<file path="config.mk">
export PLATFORM = sky130hd
export DESIGN_NAME = oled_stream_tx
export DESIGN_NICKNAME = d
export VERILOG_FILES = /design/src/rtl/oled_pkg.sv /design/src/rtl/oled_stream_tx_spi_shifter.sv /design/src/rtl/oled_stream_tx.sv
export SDC_FILE = /design/constraint.sdc
export NUM_CORES = 1
export LEC_CHECK = 0
export ABC_AREA = 1
export CAP_MARGIN = 20
export CORE_ASPECT_RATIO = 0.7
export CORE_MARGIN = 2
export CORE_UTILIZATION = 51
export DETAILED_ROUTE_END_ITERATION = 10
export PLACE_DENSITY_LB_ADDON = 0.15
export SLEW_MARGIN = 20
export SYNTH_ARGS = -nofsm -noshare
export SYNTH_HDL_FRONTEND = slang
export SYNTH_SLANG_ARGS = --single-unit
</file>
<file path="constraint.sdc">
create_clock -name clk -period 2.2 [get_ports clk]
set_clock_uncertainty 0.2 [all_clocks]
set_input_delay 0.33 -clock clk [delete_from_list [all_inputs] [get_ports clk]]
set_output_delay 0.33 -clock clk [all_outputs]
set_load 0.1 [all_outputs]
</file>
<file path="src/rtl/oled_pkg.sv">
// Shared constants, state encoding and init-command ROM for the SSD1331
// PmodOLED pixel streamer (oled_stream_tx).
package oled_pkg;

  localparam int OLED_W      = 96;
  localparam int OLED_H      = 64;
  localparam int OLED_PIXELS = OLED_W * OLED_H;

  typedef enum logic [2:0] {
    PWR_UP,
    RST_LOW,
    RST_WAIT,
    CMD_LOAD,
    CMD_SHIFT,
    VCC_ON,
    PIX_LOAD,
    PIX_SHIFT
  } oled_state_t;

  // Panel bring-up: display off, 96x64 RGB565 remap, contrast and timing setup.
  localparam int OLED_INIT_LEN = 37;
  localparam logic [OLED_INIT_LEN*8-1:0] OLED_INIT_CMDS = {
    8'hAE,
    8'hA0, 8'h72,
    8'hA1, 8'h00,
    8'hA2, 8'h00,
    8'hA4,
    8'hA8, 8'h3F,
    8'hAD, 8'h8E,
    8'hB0, 8'h0B,
    8'hB1, 8'h31,
    8'hB3, 8'hF0,
    8'h8A, 8'h64,
    8'h8B, 8'h78,
    8'h8C, 8'h64,
    8'hBB, 8'h3A,
    8'hBE, 8'h3E,
    8'h87, 8'h06,
    8'h81, 8'h91,
    8'h82, 8'h50,
    8'h83, 8'h7D,
    8'h2E
  };

  // Index counts the ROM bytes plus the trailing display-on command.
  localparam int OLED_CMD_IDX_W = $clog2(OLED_INIT_LEN + 2);

  localparam logic [7:0] OLED_DISP_ON = 8'hAF;

  // Byte idx of the init ROM, first command at index 0.
  function automatic logic [7:0] oled_init_byte(input logic [OLED_CMD_IDX_W-1:0] idx);
    if (int'(idx) < OLED_INIT_LEN) begin
      return OLED_INIT_CMDS[(OLED_INIT_LEN - 1 - int'(idx)) * 8 +: 8];
    end
    return 8'h00;
  endfunction

endpackage

</file>
<file path="src/rtl/oled_stream_tx_spi_shifter.sv">
// SPI mode-3 serialiser: sclk idles high, falls together with each new sdin
// bit and rises CLK_DIV cycles later. short_word sends only the upper half.
module spi_shifter #(
  parameter int W       = 16,
  parameter int CLK_DIV = 2
) (
  input  logic         clk,
  input  logic         reset,
  input  logic         load,
  input  logic         short_word,
  input  logic [W-1:0] din,
  output logic         sclk,
  output logic         sdin,
  output logic         done
);

  localparam int DIV_W = (CLK_DIV > 1) ? $clog2(CLK_DIV) : 1;
  localparam int BIT_W = $clog2(W);

  logic [W-1:0]     shreg_q, shreg_d;
  logic [DIV_W-1:0] div_q, div_d;
  logic [BIT_W-1:0] bit_q, bit_d;
  logic             sclk_q, sclk_d;
  logic             busy_q, busy_d;
  logic             div_last;

  assign div_last = (div_q == DIV_W'(CLK_DIV - 1));
  // High on the edge that ends the high half of the final bit.
  assign done     = busy_q & sclk_q & div_last & (bit_q == '0);
  assign sclk     = sclk_q;
  assign sdin     = shreg_q[W-1];

  // Half-period divider and bit sequencing.
  always_comb begin
    shreg_d = shreg_q;
    div_d   = div_q;
    bit_d   = bit_q;
    sclk_d  = sclk_q;
    busy_d  = busy_q;
    if (load) begin
      shreg_d = din;
      sclk_d  = 1'b0;
      div_d   = '0;
      busy_d  = 1'b1;
      bit_d   = short_word ? BIT_W'(W/2 - 1) : BIT_W'(W - 1);
    end else if (busy_q) begin
      if (div_last) begin
        div_d = '0;
        if (!sclk_q) begin
          sclk_d = 1'b1;
        end else if (bit_q == '0) begin
          busy_d = 1'b0;
        end else begin
          sclk_d  = 1'b0;
          shreg_d = {shreg_q[W-2:0], 1'b0};
          bit_d   = bit_q - 1'b1;
        end
      end else begin
        div_d = div_q + 1'b1;
      end
    end
  end

  // State registers; reset parks sclk high with sdin low.
  always_ff @(posedge clk) begin
    if (reset) begin
      shreg_q <= '0;
      div_q   <= '0;
      bit_q   <= '0;
      sclk_q  <= 1'b1;
      busy_q  <= 1'b0;
    end else begin
      shreg_q <= shreg_d;
      div_q   <= div_d;
      bit_q   <= bit_d;
      sclk_q  <= sclk_d;
      busy_q  <= busy_d;
    end
  end

endmodule

</file>
<file path="src/rtl/oled_stream_tx.sv">
// Raster-order RGB565 streamer for the 96x64 SSD1331 PmodOLED.
// Define OLED_INIT_EN to include the panel power-up reset and command
// sequence; otherwise streaming starts on the first cycle after reset.
module oled_stream_tx
  import oled_pkg::*;
#(
  parameter int          CLK_DIV      = 2,
  parameter logic [15:0] RESET_CYCLES = 16'd1000
) (
  input  logic        clk,
  input  logic        reset,
  input  logic [15:0] oled_data,
  output logic [6:0]  x,
  output logic [5:0]  y,
  output logic        frame_begin,
  output logic        sending_pixels,
  output logic        cs,
  output logic        sclk,
  output logic        sdin,
  output logic        d_cn,
  output logic        res_n,
  output logic        vccen,
  output logic        pmoden
);

  if (CLK_DIV < 1 || RESET_CYCLES == 16'd0) begin : g_param_check
    $error("oled_stream_tx: CLK_DIV and RESET_CYCLES must be at least 1");
  end

`ifdef OLED_INIT_EN
  localparam oled_state_t START_STATE = PWR_UP;
`else
  localparam oled_state_t START_STATE = PIX_LOAD;
`endif

  oled_state_t state_q, state_d;
  logic [6:0]  x_q, x_d;
  logic [5:0]  y_q, y_d;
  logic        frame_begin_q, frame_begin_d;
  logic        sending_q, sending_d;
  logic        cs_q, cs_d;
  logic        d_cn_q, d_cn_d;
  logic        res_n_q, res_n_d;
  logic        vccen_q, vccen_d;
  logic        pmoden_q, pmoden_d;
`ifdef OLED_INIT_EN
  logic [15:0]               timer_q, timer_d;
  logic [OLED_CMD_IDX_W-1:0] cmd_idx_q, cmd_idx_d;
`endif

  logic        sh_load;
  logic        sh_short;
  logic [15:0] sh_din;
  logic        sh_done;

  // Commands go out through the same 16-bit shifter, left-justified.
  spi_shifter #(
    .W       (16),
    .CLK_DIV (CLK_DIV)
  ) u_shifter (
    .clk        (clk),
    .reset      (reset),
    .load       (sh_load),
    .short_word (sh_short),
    .din        (sh_din),
    .sclk       (sclk),
    .sdin       (sdin),
    .done       (sh_done)
  );

  // Sequencer next-state: init steps, then endless pixel streaming.
  always_comb begin
    state_d       = state_q;
    x_d           = x_q;
    y_d           = y_q;
    frame_begin_d = 1'b0;
    sending_d     = sending_q;
    cs_d          = cs_q;
    d_cn_d        = d_cn_q;
    res_n_d       = res_n_q;
    vccen_d       = vccen_q;
    pmoden_d      = pmoden_q;
    sh_load       = 1'b0;
    sh_short      = 1'b0;
    sh_din        = '0;
`ifdef OLED_INIT_EN
    timer_d       = timer_q;
    cmd_idx_d     = cmd_idx_q;
`endif
    case (state_q)
`ifdef OLED_INIT_EN
      PWR_UP: begin
        pmoden_d = 1'b1;
        timer_d  = '0;
        state_d  = RST_LOW;
      end
      RST_LOW: begin
        if (timer_q == RESET_CYCLES - 16'd1) begin
          timer_d = '0;
          res_n_d = 1'b1;
          state_d = RST_WAIT;
        end else begin
          timer_d = timer_q + 16'd1;
        end
      end
      RST_WAIT: begin
        if (timer_q == RESET_CYCLES - 16'd1) begin
          timer_d = '0;
          state_d = CMD_LOAD;
        end else begin
          timer_d = timer_q + 16'd1;
        end
      end
      CMD_LOAD: begin
        sh_load   = 1'b1;
        sh_short  = 1'b1;
        sh_din    = {oled_init_byte(cmd_idx_q), 8'h00};
        cmd_idx_d = cmd_idx_q + 1'b1;
        cs_d      = 1'b0;
        d_cn_d    = 1'b0;
        state_d   = CMD_SHIFT;
      end
      CMD_SHIFT: begin
        if (sh_done) begin
          if (cmd_idx_q == OLED_CMD_IDX_W'(OLED_INIT_LEN)) begin
            // Panel VCC comes up before the display-on command is sent.
            vccen_d = 1'b1;
            state_d = VCC_ON;
          end else if (cmd_idx_q == OLED_CMD_IDX_W'(OLED_INIT_LEN + 1)) begin
            state_d = PIX_LOAD;
          end else begin
            state_d = CMD_LOAD;
          end
        end
      end
      VCC_ON: begin
        sh_load   = 1'b1;
        sh_short  = 1'b1;
        sh_din    = {OLED_DISP_ON, 8'h00};
        cmd_idx_d = cmd_idx_q + 1'b1;
        state_d   = CMD_SHIFT;
      end
`endif
      PIX_LOAD: begin
        sh_load       = 1'b1;
        sh_din        = oled_data;
        cs_d          = 1'b0;
        d_cn_d        = 1'b1;
        sending_d     = 1'b1;
        res_n_d       = 1'b1;
        pmoden_d      = 1'b1;
        vccen_d       = 1'b1;
        frame_begin_d = (x_q == '0) && (y_q == '0);
        state_d       = PIX_SHIFT;
      end
      PIX_SHIFT: begin
        if (sh_done) begin
          if (x_q == 7'(OLED_W - 1)) begin
            x_d = '0;
            y_d = (y_q == 6'(OLED_H - 1)) ? '0 : y_q + 1'b1;
          end else begin
            x_d = x_q + 1'b1;
          end
          state_d = PIX_LOAD;
        end
      end
      default: state_d = START_STATE;
    endcase
  end

  // Registered state and outputs; reset aborts any word in flight.
  always_ff @(posedge clk) begin
    if (reset) begin
      state_q       <= START_STATE;
      x_q           <= '0;
      y_q           <= '0;
      frame_begin_q <= 1'b0;
      sending_q     <= 1'b0;
      cs_q          <= 1'b1;
      d_cn_q        <= 1'b0;
      res_n_q       <= 1'b0;
      vccen_q       <= 1'b0;
      pmoden_q      <= 1'b0;
`ifdef OLED_INIT_EN
      timer_q       <= '0;
      cmd_idx_q     <= '0;
`endif
    end else begin
      state_q       <= state_d;
      x_q           <= x_d;
      y_q           <= y_d;
      frame_begin_q <= frame_begin_d;
      sending_q     <= sending_d;
      cs_q          <= cs_d;
      d_cn_q        <= d_cn_d;
      res_n_q       <= res_n_d;
      vccen_q       <= vccen_d;
      pmoden_q      <= pmoden_d;
`ifdef OLED_INIT_EN
      timer_q       <= timer_d;
      cmd_idx_q     <= cmd_idx_d;
`endif
    end
  end

  assign x              = x_q;
  assign y              = y_q;
  assign frame_begin    = frame_begin_q;
  assign sending_pixels = sending_q;
  assign cs             = cs_q;
  assign d_cn           = d_cn_q;
  assign res_n          = res_n_q;
  assign vccen          = vccen_q;
  assign pmoden         = pmoden_q;

endmodule

</file>
==> results of run 1 <==
## tightest hold or removal path: cells and delay by family, from the launching register on
| kind | cells | cell delay (ns) |
|---|---|---|
| simple gates | 2 | 0.10 |
| flops | 1 | 0.32 |
## cell usage in the layout (no fill, tap or decap), types with 3 or more instances in the layout
cell	instances
a21oi_1	13
buf_4	24
clkbuf_8	5
clkdlybuf4s50_1	17
dfxtp_1	38
ha_1	6
inv_1	25
mux2i_1	12
nand2_1	74
nand3_1	23
nand4_1	4
nor2_1	35
o21ai_0	18
o21ai_1	3
## registers in the layout (all words and copies together), names as in the netlist, 4 cells and up
| signal | flops |
|---|---|
| u_shifter.bit_q | 4 |
| u_shifter.shreg_q | 16 |
| x | 7 |
| y | 6 |
## area by class of cell
class / instances / area (sq um) / area share
multi-input combinational: 201 / 1017 / 0.4161
sequential: 40 / 803.3 / 0.3286
timing repair buffer: 41 / 350.3 / 0.1433
inverter: 27 / 101.3 / 0.04145
clock buffer: 6 / 72.57 / 0.02968
tap: 52 / 65.06 / 0.02661
clock inverter: 2 / 35.03 / 0.01433
## cells by family (layout without fill, tap and decap cells)
family | after synthesis | after routing | synth area share
flip-flops | 40 | 40 | 0.3934
multiplexers | 12 | 12 | 0.05901
adder cells (fa/ha/maj) | 6 | 6 | 0.03688
buffers and inverters | 42 | 76 | 0.1069
XOR/XNOR | 1 | 1 | 0.004303
AO/OA/AOI/OAI | 35 | 35 | 0.08728
AND/OR/NAND/NOR | 147 | 147 | 0.3122
## routing by layer
layer / part of all wire / GRT usage / vias up
met5: 0 / 0 / -
met2: 0.42 / 0.2941 / 39
met3: 0.047 / 0.05788 / 5
met1: 0.52 / 0.2876 / 770
li1: - / - / 963
met4: 0.0084 / 0.05911 / 0
## power by group
part           switching [mW]  internal (mW)  total, mW
clock                   0.250          0.337      0.587
combinational           0.181         0.0933      0.274
sequential             0.0245          0.761      0.785
## worst max path at each step
stage / start / endpoint / slack [ns] / cells after the start
after floorplan: x[2]$_SDFFE_PP0P_ / y[0]$_SDFFE_PP0P_ / 0.02 / 5
after global placement: reset / frame_begin$_SDFF_PP0_ / 0.42 / 4
after detailed placement: reset / frame_begin$_SDFF_PP0_ / 0.41 / 4
after CTS: u_shifter.bit_q[0]$_SDFFE_PP0P_ / u_shifter.shreg_q[1]$_SDFFE_PP0P_ / 0.41 / 10
after global routing: x[0]$_SDFFE_PP0P_ / x[5]$_SDFFE_PP0P_ / 0.25 / 6
final: u_shifter.bit_q[0]$_SDFFE_PP0P_ / y[3]$_SDFFE_PP0P_ / 0.38 / 8
## metrics by stage
stage / util / total power, mW
2_1_floorplan: - / 1.019
3_3_place_gp: 0.6032 / 1.075
3_5_place_dp: 0.6032 / 1.076
4_1_cts: 0.6309 / 1.655
5_1_grt: 0.6309 / 1.723
6_report: 0.6309 / 1.645
==> flow_summary_export.csv, run 1 <==
group,metric,value,unit
finish,design_area,0.002445,sq mm
worst_setup_path,cp.arrival,1.85,ns
worst_setup_path,crit_type,"flip-flop to flip-flop",
worst_setup_path,startpoint_type,"flip-flop",
route,drt_iter0_drc,92,
logic_synthesis,synth_area_leader_cell,"dfxtp_1",
timing,final-hold-violation-count,0,
timing,fmax,549.2,MHz
global_routing,grt_overflow,0,
clock_tree,cts_tree,"yes",
power_and_ir_drop,p_leak,1.141,nW
logic_synthesis,ys.flop_type,"dfxtp_1",
placed_design,port_buffers,39,
logic_synthesis,ys_ff_latch,40,
logic_synthesis,yosysWarnings,0,
route,drc,0,
timing,hold_slack,0.2503,ns
route,dr.pass1.iters,4,
clock_tree,cts_setup_buffers,0,
die,initial_core_util,0.5253,
timing,drv_slew,0,
global_routing,grt_pass1_wl,7.058,mm
clock_tree,cts_resized,0,
worst_setup_path,crit_family,"simple AND/OR/NAND/NOR gates",
placed_design,dpl_cell_area,0.002337,sq mm
logic_synthesis,syn-cell-area,0.002036,sq mm
route,drt-total-wl,4.054,mm
worst_setup_path,crit_fanout,12,
logic_synthesis,synth_nets,307,
timing,worst_slack,0.3792,ns
placed_design,numPlacedInstances,361,
finish,antenna_cells,0,
finish,drive_above_1_share,0.1356,
clock_tree,path_clk_slew,0.08,ns
finish,fill_cells,369,
timing,grt_setup_unrepaired,"false",
timing,tns,0,ns
timing,finalCritPeriodShare,0.8276,
die,num_rows,19,
route,vias,1777,
timing,slew_headroom,0.6512,
logic_synthesis,synth_area_leaders,"dfxtp_1 39%, nand2_1 14%, nor2_1 6.5%",
logic_synthesis,synth.most_common_cell,"nand2_1",
finish,final_cells,369,
global_routing,grt_max_degree,34,
power_and_ir_drop,vdd_drop_max,0.3689,mV
power_and_ir_drop,powerDensity,673.0,mW/mm^2
worst_setup_path,r2r_slack,0.38,ns
clock_tree,clkLatencyLatePin,0.29,ns
clock_tree,clockBufferDepth,2,
timing,worst_slew_pin_slew,0.5226,ns
logic_synthesis,netlist_instances,283,
placed_design,hpwl,2.853,mm
timing,finalCriticalPeriod,1.821,ns
min_path,hp-start,"cs$_SDFFE_PP1N_",
die,dieHeight,56.86,um
logic_synthesis,synth-edff-count,0,
min_path,hold_end,"cs$_SDFFE_PP1N_",
die,ios,40,
route,antenna_left,0,
worst_setup_path,worstSetupEndpointType,"flip-flop",
logic_synthesis,yosys.area.top_type_share,0.3934,
logic_synthesis,synth.avg_cell_area,7.193,sq um
die,dieArea,0.004521,sq mm
min_path,holdPathStages,2,
logic_synthesis,yosysSeqAreaShare,0.3934,
worst_setup_path,crit_buf_inv,2,
route,via_per_inst,4.816,
min_path,hp-class,"flip-flop to flip-flop",
die,core-area,0.003875,sq mm
placed_design,place_ws,0.4148,ns
logic_synthesis,async_flop_share,0,
outcome,status,"finished clean",
timing,setup_violations,0,
worst_setup_path,cp.required,2.23,ns
route,wl_per_cell,10.99,um
worst_setup_path,crit_path_cell_trace,"inv_1 -> ha_1 -> nand3_2 -> nor2_2 -> nand3_1 -> nand2_1 -> inv_1 -> nor2_1",
worst_setup_path,r2r-start,"u_shifter.bit_q[0]$_SDFFE_PP0P_",
worst_setup_path,crit_path_frequent_cell,"inv_1",
worst_setup_path,worst_path_largest_cell_delay,0.45,ns
global_routing,antenna_found_initial,0,
clock_tree,clock_sinks,40,
finish,syn2layout_area_growth,20.10,%
flow_run,max_cap_violations,0,
clock_tree,postCtsHoldBufs,0,
placed_design,place.gp.congestion,0.8719,
clock_tree,htree_levels,2,
worst_setup_path,critPathSlowestCell,"nor2_2",
global_routing,track_usage,0.2016,
clock_tree,root_buffer,"clkbuf_8",
clock_tree,cts_buffers,5,
worst_setup_path,rr_worst_depth,8,
logic_synthesis,synth_cell_types,26,
logic_synthesis,synthTopCellsByCount,"74 x nand2_1, 40 x dfxtp_1, 35 x nor2_1",
worst_setup_path,r2r-end,"y[3]$_SDFFE_PP0P_",
die,chipWidth,79.52,um
finish,fin_nets,340,
global_routing,grt_pass1_vias,1615,
No activity file was read; power rests on OpenSTA's default activity.
==> run 2: changes to the inputs <==
- CORE_UTILIZATION: 51 -> 46
- clock period: 2.2 -> 1.5 ns (I/O delays scaled with it)
==> run 2 against run 1 <==
The flow now finishes with violations (setup timing); wire length grew 26%; global-route usage grew 0.84 points; power grew 56%; register-to-register slack lost 0.42 ns; via count grew 12%; sequential power grew 46%; critical path depth grew 1; clock power grew 50%; die area grew 10%; combinational power grew 96%; first-iteration DRC count shrank 34%; setup slack lost 0.42 ns; critical path type unchanged; largest cell class unchanged; largest power group unchanged; highest routed layer unchanged.
==> flow_summary_export.csv, run 2 (synthesis results as in run 1) <==
group,metric,value,unit
timing,setup_violations,11,
finish,largest_register_ffs,16,
worst_setup_path,critPathSlowestCell,"dfxtp_2",
worst_setup_path,worstSetupEndpointType,"flip-flop",
die,chipWidth,83.51,um
worst_setup_path,crit_fanout,6,
clock_tree,clkLatencyLatePin,0.30,ns
flow_run,max_cap_violations,0,
die,num_rows,20,
placed_design,place_ws,-0.06106,ns
finish,utilization,0.7291,
route,vias,1992,
die,initial_core_util,0.4730,
worst_setup_path,crit_buf_inv,2,
placed_design,numPlacedInstances,379,
route,antenna_left,0,
worst_setup_path,r2r_slack,-0.04,ns
power_and_ir_drop,p_leak,1.323,nW
global_routing,track_usage,0.2100,
worst_setup_path,crit_family,"simple AND/OR/NAND/NOR gates",
finish,fin_nets,357,
clock_tree,cts_tree,"yes",
die,dieHeight,59.66,um
global_routing,grt_overflow,0,
finish,antenna_cells,0,
clock_tree,clockBufferDepth,2,
clock_tree,cts_buffers,5,
placed_design,port_buffers,39,
min_path,holdPathStages,2,
clock_tree,path_clk_slew,0.08,ns
finish,final_common_cell,"nand2_1",
power_and_ir_drop,vdd_drop_max,0.7179,mV
min_path,hp-start,"u_shifter.shreg_q[0]$_SDFFE_PP0P_",
timing,slew_headroom,0.7511,
route,drt_iter0_drc,61,
finish,final_cells,389,
worst_setup_path,worst_path_largest_cell_delay,0.33,ns
route,via_per_inst,5.121,
timing,grt_setup_unrepaired,"true",
placed_design,place.gp.congestion,0.8252,
outcome,violations,"setup timing",
global_routing,antenna_found_initial,0,
clock_tree,htree_levels,2,
route,dr.pass1.iters,4,
worst_setup_path,crit_path_cell_trace,"inv_2 -> ha_4 -> nand3_4 -> nor2_4 -> buf_12 -> nand2_2 -> nand2_1 -> nand2_1 -> nor2_1",
finish,drive_above_1_share,0.3144,
finish,mostFrequentLayoutCells,"71 x nand2_1, 31 x nor2_1, 25 x buf_12",
worst_setup_path,crit_type,"flip-flop to flip-flop",
die,core-area,0.004304,sq mm
timing,finalCritPeriodShare,1.026,
die,ios,40,
clock_tree,root_buffer,"clkbuf_8",
outcome,status,"finished, violations left",
worst_setup_path,startpoint_type,"flip-flop",
route,drc,0,
min_path,hp-class,"flip-flop to flip-flop",
global_routing,grt_pass1_wl,8.204,mm
timing,finalCriticalPeriod,1.538,ns
clock_tree,clock_sinks,40,
worst_setup_path,crit_path_frequent_cell,"nand2_1",
power_and_ir_drop,powerDensity,818.1,mW/mm^2
die,dieArea,0.004982,sq mm
global_routing,grt_max_degree,26,
worst_setup_path,cp.arrival,1.58,ns
route,wl_per_cell,13.13,um
timing,worst_slew_pin_slew,0.3704,ns
timing,worst_slack,-0.03847,ns
worst_setup_path,r2r-start,"u_shifter.bit_q[1]$_SDFFE_PP0P_",
timing,fmax,650.0,MHz
finish,top_register,"u_shifter.shreg_q",
placed_design,hpwl,3.242,mm
worst_setup_path,cp.required,1.54,ns
global_routing,grt_pass1_vias,1805,
finish,syn2layout_area_growth,54.15,%
route,drt-total-wl,5.109,mm
worst_setup_path,r2r-end,"x[5]$_SDFFE_PP0P_",
min_path,hold_end,"u_shifter.shreg_q[0]$_SDFFE_PP0P_",
timing,final-hold-violation-count,0,
worst_setup_path,rr_worst_depth,9,
timing,drv_slew,0,
run 2: worst max path at each step:
stage	from	endpoint	slack (ns)	depth (start not counted)
CTS	u_shifter.bit_q[0]$_SDFFE_PP0P_	u_shifter.shreg_q[1]$_SDFFE_PP0P_	-0.02	10
detailed placement	u_shifter.bit_q[0]$_SDFFE_PP0P_	u_shifter.shreg_q[2]$_SDFFE_PP0P_	-0.06	8
global route	u_shifter.bit_q[1]$_SDFFE_PP0P_	x[5]$_SDFFE_PP0P_	-0.12	9
floorplan	x[1]$_SDFFE_PP0P_	y[5]$_SDFFE_PP0P_	-0.12	6
finish	u_shifter.bit_q[1]$_SDFFE_PP0P_	x[5]$_SDFFE_PP0P_	-0.04	9
global placement	u_shifter.bit_q[0]$_SDFFE_PP0P_	x[5]$_SDFFE_PP0P_	-0.02	9
run 2: what timing repair did:
| action | CTS | global route |
|---|---|---|
| cloned | 0 | 1 |
| setup endpoints to repair | 32 | 31 |
| hold buffers | 0 | 0 |
| pin swaps | 5 | 11 |
| buffers inserted | 1 | 0 |
| resized for setup | 15 | 34 |
run 2: metal layers:
metal | track usage | vias up | part of all wire
li1 | - | 1008 | -
met3 | 0.04972 | 13 | 0.051
met4 | 0.06912 | 0 | 0.021
met1 | 0.2624 | 917 | 0.45
met5 | 0 | - | 0
met2 | 0.3675 | 54 | 0.48
run 2: worst reg2reg max path, cell delays in order, from the launching register on:
cell and delay, ns:
dfxtp_2 0.33, inv_2 0.08, ha_4 0.16, nand3_4 0.12
nor2_4 0.21, buf_12 0.15, nand2_2 0.05, nand2_1 0.06
nand2_1 0.04, nor2_1 0.09
run 2: area by class of cell:
type	count	area, sq um
Multi-Input combinational cell	201	1190
Fill cell	331	1166
Sequential cell	40	854.6
Timing Repair Buffer	58	812.0
Inverter	27	105.1
Clock buffer	6	72.57
Tap cell	55	68.82
Clock inverter	2	35.03
run 2: report_power, final:
part	total [mW]	switching (mW)	internal, mW	leakage (nW)
sequential	1.15	0.0503	1.10	0.340
clock	0.883	0.389	0.494	0.0552
combinational	0.536	0.304	0.233	0.928
total	2.57	0.743	1.82	1.32
run 2: metrics by stage:
stage                TNS, ns  hold WS [ns]  power [mW]  cell area, sq um
global placement    -0.03347        0.2537       1.647              2858
finish               -0.1388        0.2569       2.567              3138
detailed placement   -0.6723        0.2570       1.653              2858
CTS                 -0.01826        0.2698       2.557              3010
floorplan            -0.7358        0.1728       1.475              2130
global route          -1.905        0.2926       2.678              3138
==> run 3: changes to the inputs <==
- GPL_ROUTABILITY_DRIVEN: not set -> 0
==> results of run 3 <==
No change in the layout: final DEF, timing and power equal those of run 2.
==> patch: new RTL, settings of run 3 <==
The 8 states of `oled_state_t` get a Gray code encoding in 3 bits.
--- a/src/rtl/oled_pkg.sv
+++ b/src/rtl/oled_pkg.sv
@@ -7,14 +7,14 @@
   localparam int OLED_PIXELS = OLED_W * OLED_H;
 
   typedef enum logic [2:0] {
-    PWR_UP,
-    RST_LOW,
-    RST_WAIT,
-    CMD_LOAD,
-    CMD_SHIFT,
-    VCC_ON,
-    PIX_LOAD,
-    PIX_SHIFT
+    PWR_UP    = 3'b000,
+    RST_LOW   = 3'b001,
+    RST_WAIT  = 3'b011,
+    CMD_LOAD  = 3'b010,
+    CMD_SHIFT = 3'b110,
+    VCC_ON    = 3'b111,
+    PIX_LOAD  = 3'b101,
+    PIX_SHIFT = 3'b100
   } oled_state_t;
 
   // Panel bring-up: display off, 96x64 RGB565 remap, contrast and timing setup.
Formal check against the unedited RTL: same outputs for any inputs over 10 cycles, from zero or initial values and one cycle with reset high; not proved beyond that.
==> patch against run 3 <==
The run still ends with negative setup slack left; synthesized cell count is 6.4% lower; synthesized area is 1.0% higher; highest routed layer unchanged; power shrank 0.94%; sequential cell count unchanged; design area grew 4.6%; die area increased by 0.99%; largest power group unchanged; wire length down 2.6%; core utilization grew 2.9 points; worst setup slack better by 34 ps.
==> patch: results <==
[outcome]
status = "finished, violations left"
violations = "negative setup slack"

[finish]
clk_share_pct = 3.277
area.sequential_um2 = 852.1
area_share_nonclk_buffers_pct = 26.60
nNetsFinal = 346
fin_area_um2 = 3283
fillers = 300
buffers = 63
multi_input_gates = 184
stdcell_count = 378
layout-drive-gt1-share_pct = 42.72
multi_input_area_share_pct = 38.45
inverters = 28

[cts]
ctsResizeCount = 18
cts_setup_buffers = 3
clk_latency_ps = 290

[critical_path]
cp.arrival_ps = 1490
reg2reg_to = "x[6]$_SDFFE_PP0P_"
reg2reg_depth = 8
crit_path_max_fanout = 7
r2r_start = "u_shifter.bit_q[0]$_SDFFE_PP0P_"
cp_slowest_cell = "dfxtp_2"

[placed_design]
placedCellCount = 366
hpwl_um = 3400
place_ws_ps = -52.40
placed_area_um2 = 2969

[routing]
vias_per_cell = 5.040
drt-met1-wl_um = 2334
drt-total-wl_um = 4976
wl_met2_um = 2340
drt-initial-drc-count = 141

[synth]
seq_area_frac_synth_pct = 38.93
synth_fp_nets = 289
synth-xor-area-share_pct = 0
syn-instance-count = 265
synth_compound_area_share_pct = 9.246
synth_area_leaders = "dfxtp_1 39%, nand2_1 11%, mux2_2 8.2%, nand3_1 5.4%, nor2_1 4.4%"
synth_top_cells_by_count = "60 x nand2_1, 40 x dfxtp_1, 24 x nor2_1"
yosys.area_share.adder_pct = 3.650
synth_cell_types = 31
synth_flop_cell = "dfxtp_1"
async_flop_share_pct = 0
synthMuxAreaShare_pct = 8.212

[power_and_ir_drop]
p_leak_nw = 1.337
power_mw = 2.543
p_int_mw = 1.831
clockPowerShare_pct = 33.9
ir_worst_vdd_uv = 765.8

[global_routing]
met1_usage_pct = 27.55
grt_util_met2_pct = 32.11
grt_use_met3_pct = 4.282
grt_pass1_wl_um = 7859
grt_max_degree = 22
grt_pass1_vias = 1717

[timing]
setup_tns_ps = -4.154
layout_setup_ws_ps = -4.154
setup_viol = 1
whs_ps = 260.9
tightest_slew_ps = 293.7
==> patch: how the worst max path moves through the flow <==
stage	cells past startpoint	endpoint	slack, ps	start
CTS	10	y[2]$_SDFFE_PP0P_	-20	u_shifter.bit_q[0]$_SDFFE_PP0P_
global route	10	y[2]$_SDFFE_PP0P_	-80	u_shifter.bit_q[0]$_SDFFE_PP0P_
detailed placement	10	y[2]$_SDFFE_PP0P_	-50	u_shifter.bit_q[0]$_SDFFE_PP0P_
global placement	6	x[4]$_SDFFE_PP0P_	-30	reset
finish	8	x[6]$_SDFFE_PP0P_	-4	u_shifter.bit_q[0]$_SDFFE_PP0P_
floorplan	8	y[2]$_SDFFE_PP0P_	-90	x[0]$_SDFFE_PP0P_
==> patch: tightest hold or removal path, delay by kind of cell, from the launching register on <==
kind / cells / cell delay [ps]
simple gates: 1 / 60
compound gates: 1 / 50
flops: 1 / 310
